**config.mk**
```make
export PLATFORM = sky130hd
export DESIGN_NAME = serial_sub
export DESIGN_NICKNAME = d
export VERILOG_FILES = /design/src/rtl/serial_sub_pkg.sv /design/src/rtl/serial_sub_base_sub.sv /design/src/rtl/serial_sub.sv
export SDC_FILE = /design/constraint.sdc
export NUM_CORES = 1
export LEC_CHECK = 0
export CORE_MARGIN = 2
export CORE_UTILIZATION = 50
export CTS_BUF_LIST = sky130_fd_sc_hd__clkbuf_2
export DETAILED_ROUTE_END_ITERATION = 7
export HOLD_SLACK_MARGIN = 0.12
export PLACE_DENSITY_LB_ADDON = 0.1
export SYNTH_ARGS = -nofsm -noshare
export SYNTH_HDL_FRONTEND = slang
export SYNTH_SLANG_ARGS = --single-unit
export TNS_END_PERCENT = 30
```
**constraint.sdc**
```tcl
create_clock -name clk -period 1.73 [get_ports clk]
set_input_delay 0.173 -clock clk [delete_from_list [all_inputs] [get_ports clk]]
set_output_delay 0.173 -clock clk [all_outputs]
set_load 0.05 [all_outputs]
```
**src/rtl/serial_sub_pkg.sv**
```systemverilog
// Shared types and defaults for the bit-serial subtractor.
package serial_sub_pkg;

  typedef enum logic [1:0] {S_IDLE, S_RUN, S_DONE} sub_state_t;

  localparam int SUB_N_DEFAULT = 4;

endpackage

```
**src/rtl/serial_sub_base_sub.sv**
```systemverilog
// Combinational 1-bit full subtractor cell used by the serial datapath.
module baseSub (
  input  logic a,
  input  logic b,
  input  logic Bin,
  output logic diff1,
  output logic Bout
);

  assign diff1 = a ^ b ^ Bin;
  assign Bout  = (~a & b) | (~(a ^ b) & Bin);

endmodule

```
**src/rtl/serial_sub.sv**
```systemverilog
// Bit-serial subtractor, LSB first, start/busy/done handshake.
// Optional signed-overflow flag is built when SERIAL_SUB_OVERFLOW_EN is defined.
module serial_sub
  import serial_sub_pkg::*;
#(
  parameter int N = SUB_N_DEFAULT
) (
  input  logic         clk,
  input  logic         rst_n,
  input  logic         start,
  input  logic [N-1:0] a,
  input  logic [N-1:0] b,
  output logic [N-1:0] diff,
  output logic         Bout,
  output logic         busy,
`ifdef SERIAL_SUB_OVERFLOW_EN
  output logic         ovf,
`endif
  output logic         done
);

  localparam int CW = (N > 1) ? $clog2(N) : 1;
  localparam logic [CW-1:0] CNT_LAST = CW'(N - 1);

  sub_state_t  state_q;
  logic [N-1:0] a_sh_q, b_sh_q, res_q, res_d;
  logic [N-1:0] diff_q;
  logic [CW-1:0] cnt_q, cnt_d;
  logic         br_q, bout_q, busy_q, done_q;
  logic         bit_d, bit_bout;
`ifdef SERIAL_SUB_OVERFLOW_EN
  // MSBs kept aside because the operand shift registers are consumed by the run.
  logic         a_msb_q, b_msb_q, ovf_q;
`endif

  baseSub u_cell (
    .a    (a_sh_q[0]),
    .b    (b_sh_q[0]),
    .Bin  (br_q),
    .diff1(bit_d),
    .Bout (bit_bout)
  );

  assign res_d = {bit_d, res_q[N-1:1]};
  assign cnt_d = cnt_q + CW'(1);

  always_ff @(posedge clk or negedge rst_n) begin
    if (!rst_n) begin
      state_q <= S_IDLE;
      a_sh_q  <= '0;
      b_sh_q  <= '0;
      res_q   <= '0;
      diff_q  <= '0;
      cnt_q   <= '0;
      br_q    <= 1'b0;
      bout_q  <= 1'b0;
      busy_q  <= 1'b0;
      done_q  <= 1'b0;
`ifdef SERIAL_SUB_OVERFLOW_EN
      a_msb_q <= 1'b0;
      b_msb_q <= 1'b0;
      ovf_q   <= 1'b0;
`endif
    end else begin
      case (state_q)
        S_IDLE, S_DONE: begin
          done_q <= 1'b0;
          if (start) begin
            a_sh_q  <= a;
            b_sh_q  <= b;
            br_q    <= 1'b0;
            cnt_q   <= '0;
            busy_q  <= 1'b1;
            state_q <= S_RUN;
`ifdef SERIAL_SUB_OVERFLOW_EN
            a_msb_q <= a[N-1];
            b_msb_q <= b[N-1];
`endif
          end else begin
            state_q <= S_IDLE;
          end
        end
        S_RUN: begin
          a_sh_q <= a_sh_q >> 1;
          b_sh_q <= b_sh_q >> 1;
          br_q   <= bit_bout;
          res_q  <= res_d;
          cnt_q  <= cnt_d;
          if (cnt_q == CNT_LAST) begin
            diff_q  <= res_d;
            bout_q  <= bit_bout;
            busy_q  <= 1'b0;
            done_q  <= 1'b1;
            state_q <= S_DONE;
`ifdef SERIAL_SUB_OVERFLOW_EN
            ovf_q   <= (a_msb_q != b_msb_q) && (bit_d != a_msb_q);
`endif
          end
        end
        default: begin
          busy_q  <= 1'b0;
          done_q  <= 1'b0;
          state_q <= S_IDLE;
        end
      endcase
    end
  end

  assign diff = diff_q;
  assign Bout = bout_q;
  assign busy = busy_q;
  assign done = done_q;
`ifdef SERIAL_SUB_OVERFLOW_EN
  assign ovf  = ovf_q;
`endif

endmodule

```
* After elaboration in Yosys (flattened, before gate mapping) *
Index checks and enable logic that the tools add are counted.

operators by class
  add/sub/neg operators = 1
  equality and inequality tests = 5
  muxes and demuxes = 16
  bitwise operators = 7
  reductions and logical operators = 6

operators with widths
  operator                                             count
  case mux 4 bit (2 select lines)                      2
  2-to-1 mux 4 bit                                     2
  case mux 2 bit (2 select lines)                      2
  2-to-1 mux 1 bit                                     6
  AND reduction 2 bit                                  3
  equality test 2 bit, second input constant           2
  2-to-1 mux 2 bit                                     2
  inequality test 2 bit, second input constant         2
  case mux 1 bit (2 select lines)                      2
  adder 2 x 1 -> 2 bit, second input constant          1
  AND 1 bit                                            2
  equality test 2 x 1 -> 1 bit, second input constant  1
  zero test 2 bit                                      1
  inverter 1 bit                                       2
  nonzero test 2 bit                                   1
  OR reduction 2 bit                                   1
  XOR 1 bit                                            2
  bitwise OR 1 bit                                     1

word-level totals
  bits in registers = 24
  bits of input ports = 11
  output and inout bits = 7

* Logic depth before layout (Yosys ltp) *
  depth after elaboration = 5
  mapped depth = 4

* By module *
From an unflattened synthesis, not the netlist that was laid out.

unflattened totals
  cells, all modules = 93
  area total of the unflattened synthesis = 1057.3 µm²

modules (own cells, without submodules)
  module      instances  cells an instance  area an instance (µm²)  sequential area each (µm²)
  serial_sub  1          89                 1026.0                  550.5
  baseSub     1          4                  31.3                    0.0

* Least setup slack after synthesis *
Ideal clock, no wire load.

  path kind = register to register
  from = register done (netlist name)
  to = register diff_q[0], in the netlist diff[0]
  arrival = 1.309 ns
  required time = 1.605 ns
  slack = 0.296 ns
  cell stages (with the launch flop) = 3
  period minus slack after synthesis = 1.434 ns
  path through = dfrtp_1 > nand3b_4 > mux2_4

RTL lines
  element               RTL line          RTL
  end signal, assigned  serial_sub.sv:90  diff_q <= res_d;
  end, declared         serial_sub.sv:27  logic [N-1:0] diff_q;

* Final worst setup path *
  from = register diff_q[3], in the netlist diff[3]
  to = output diff[3]

RTL lines
  element        RTL line          RTL
  end, declared  serial_sub.sv:13  output logic [N-1:0] diff,

No word-level cell between the ends.

==> metrics.txt <==
count leader, synth=dfrtp_1; core footprint=roughly 0.0020 mm2; Die W=50.0 um; initial antenna violation count=0; Finished Core Util=about two thirds; Filler Cells Inserted=~160; Post-CTS Setup Bufs=0; Die Span Y=50.0 um; grt ovf=0; GR peak layer=met2; initial drt markers=8; n_diodes=0; largest fanout on the critical path=2; worst path bufs/invs=1; slowest cell on the critical path=clkdlybuf4s50_1; Yosys reg bits=22; Syn Inst Count=between 80 and 90; GR Layer Usage met2=roughly 25%; CTS tree=done; Async S/R FF share, synth=100%; Worst setup SP type=register; I/O pins=18; Final Hold Vio Count=0; drt pass-1 iters=2; run status=complete, no violations; clk root buf=clkbuf_2; first-pass GRT wire length=approximately 3100 um; Synth area leaders=dfrtp_1, mux2i_1, mux2_4, a211oi_1, a22o_1; cts hold-fix bufs=0; Power per Cell Area=about 1800 mW/mm2; unrepaired setup endpoints after global routing=false; clk_lat worst skew=between 300 and 400 ps; GPL Wtd Cong=about 0.73; drt drc=0; setup tns final=0 ps; die area=roughly 0.0025 mm2; slowest stage delay, CP=about 800 ps; WS Path Type=reg -> out; cell family contributing the most delay on the critical path=buffers and inverters; syn_nets=98; Worst Setup End Kind=output pin; Worst slew margin=between 60% and 70%; FP Rows=16; Max Root-Sink Buffers=2; clk sinks=22; dpl hpwl=~1300 um; final setup fails=0; Vias per Instance=5.19; NumNets Final=120; share of layout cells above drive strength 1=15.2%; Initial Utilization=approximately 53%; CTS Buf Count=3; Req. time, crit path=between 1500 and 2000 ps; post-layout min period=roughly 1700 ps; vias post-DR=approximately 700; top_reg_cell synth=dfrtp_1; Total GRT Usage=around 16%; Crit path arrival time=about 1500 ps; Post-synth EDFFs=0; DRT antenna net count=0; most frequent cells after synthesis=dfrtp_1, mux2i_1, a211oi_1, a21oi_1, nor2b_1; largest net degree at the start of global routing=23; grt met3 use=2.73%; post-synth top area cell=dfrtp_1; Leakage Power=0.623 nW; Netlist Area Pre-Place=about 0.0011 mm2; share of the synthesized area in the top cell type=52.1%; met1 GRT Util=between 20% and 30%; number of global-route vias before repair=around 670; fmax=598 MHz; Unique masters post-synth=25; H-tree levels=1; Yosys Warn Count=0; area grow syn2layout=21.4%; VDD IR max=0.000961 V; worst hold path type=in -> async; clk_skew=between 1.5 and 2 ps; Avg WL per Cell=~13 um; number of max-cap violations=0; final WL=1730 um; final worst-path cycle share=96.7%; worst-path cell chain=clkdlybuf4s50_1; Seq/Total Area, Yosys=52.1%; syn_area_per_cell=approximately 12 um2; Max Transition Viols Final=0; I/O Buffers=17; clk slew on worst S/H paths=about 190 ps; Least-Margin Pin Slew=between 500 and 600 ps
[layout by cell type (no fill, tap or decap), types with 2 or more instances in the layout]
| master | synthesis | final |
|---|---|---|
| mux2_2 | 2 | 2 |
| o21ai_0 | 2 | 2 |
| inv_1 | 3 | 3 |
| mux2_1 | 2 | 2 |
| o21ai_1 | 3 | 3 |
| dlymetal6s2s_1 | 0 | 3 |
| mux2i_1 | 6 | 6 |
| clkbuf_2 | 0 | 3 |
| clkdlybuf4s50_1 | 0 | 11 |
| mux2_4 | 4 | 4 |
| a21oi_1 | 5 | 5 |
| dlygate4sd2_1 | 0 | 2 |
| nor2b_1 | 5 | 5 |
| a22o_1 | 4 | 4 |
| a21o_1 | 2 | 2 |
| dfrtp_1 | 22 | 22 |
| nor2_1 | 4 | 4 |
| buf_4 | 2 | 4 |
| a211oi_1 | 5 | 5 |
| nand2_1 | 4 | 4 |
[per-stage QoR]
stage               hold slack [ps]  setup WS (ps)  std cells  power [W]  instance area (um2)
finish                          176           57.5        132    0.00234                 1280
detailed placement              475            220        129    0.00220                 1260
global placement                463            271        129    0.00216                 1260
global route                    171           8.91        132    0.00252                 1280
floorplan                      -123            296         85    0.00188                 1060
CTS                             167           18.8        132    0.00238                 1280
[flip-flops by register name, indices dropped and copies added, names as in the netlist]
signal / count
done: 1
b_sh_q: 4
cnt_q: 2
res_q: 3
state_q: 1
a_sh_q: 4
busy: 1
br_q: 1
diff: 4
Bout: 1
[where the power goes]
| part | switching, W | internal [W] | total (W) |
|---|---|---|---|
| Clock | 0.000145 | 0.0000473 | 0.000192 |
| Sequential | 0.000200 | 0.000754 | 0.000954 |
| Combinational | 0.000616 | 0.000583 | 0.00120 |
| Total | 0.000961 | 0.00138 | 0.00234 |
[cell families (layout without fill, tap and decap cells)]
logic type	count (synthesis)	after routing	share of synthesized area [%]
xor gates and xnor gates	1	1	0.829
muxes	14	14	15.6
adders and majority gates	2	2	3.08
and+or+nand+nor	18	18	10.8
DFF	22	22	52.1
buffers and inverters	7	27	4.61
AOI/OAI and AO/OA	21	21	13.0
[layout make-up]
| cell class | count | area (um2) | area share (%) |
|---|---|---|---|
| multi-input cells | 56 | 458 | 35.7 |
| inverters | 3 | 11.3 | 0.877 |
| well taps | 27 | 33.8 | 2.63 |
| clock buffers | 3 | 15.0 | 1.17 |
| repair buffers | 21 | 215 | 16.8 |
| flip-flops and latches | 22 | 551 | 42.9 |
[worst paths after layout]
path                            from   endpoint  slack, ps  cells past startpoint
setup / recovery             diff[3]    diff[3]         60                      1
hold / removal                 rst_n       Bout        180                      2
setup reg to reg            cnt_q[0]   cnt_q[1]        390                      3
hold reg to reg            b_sh_q[2]  b_sh_q[2]        520                      1
max in group asynchronous      rst_n    diff[0]       1340                      2
min in group clk                b[3]  b_sh_q[3]        450                      2
[per-layer routing]
layer,share of wire [%],vias up,wire [um]
li1,-,338,-
met1,50,334,861
met2,46,13,805
met3,3.9,0,67
met4,0,0,0
met5,0,-,0
[what timing repair did]
item | 4_1_cts | 5_1_grt
gates cloned | 0 | 0
gates resized for setup | 2 | 3
setup endpoints to repair | 2 | 3
endpoints found under the hold margin | 0 | 0
(Power assumes the default switching activity.)
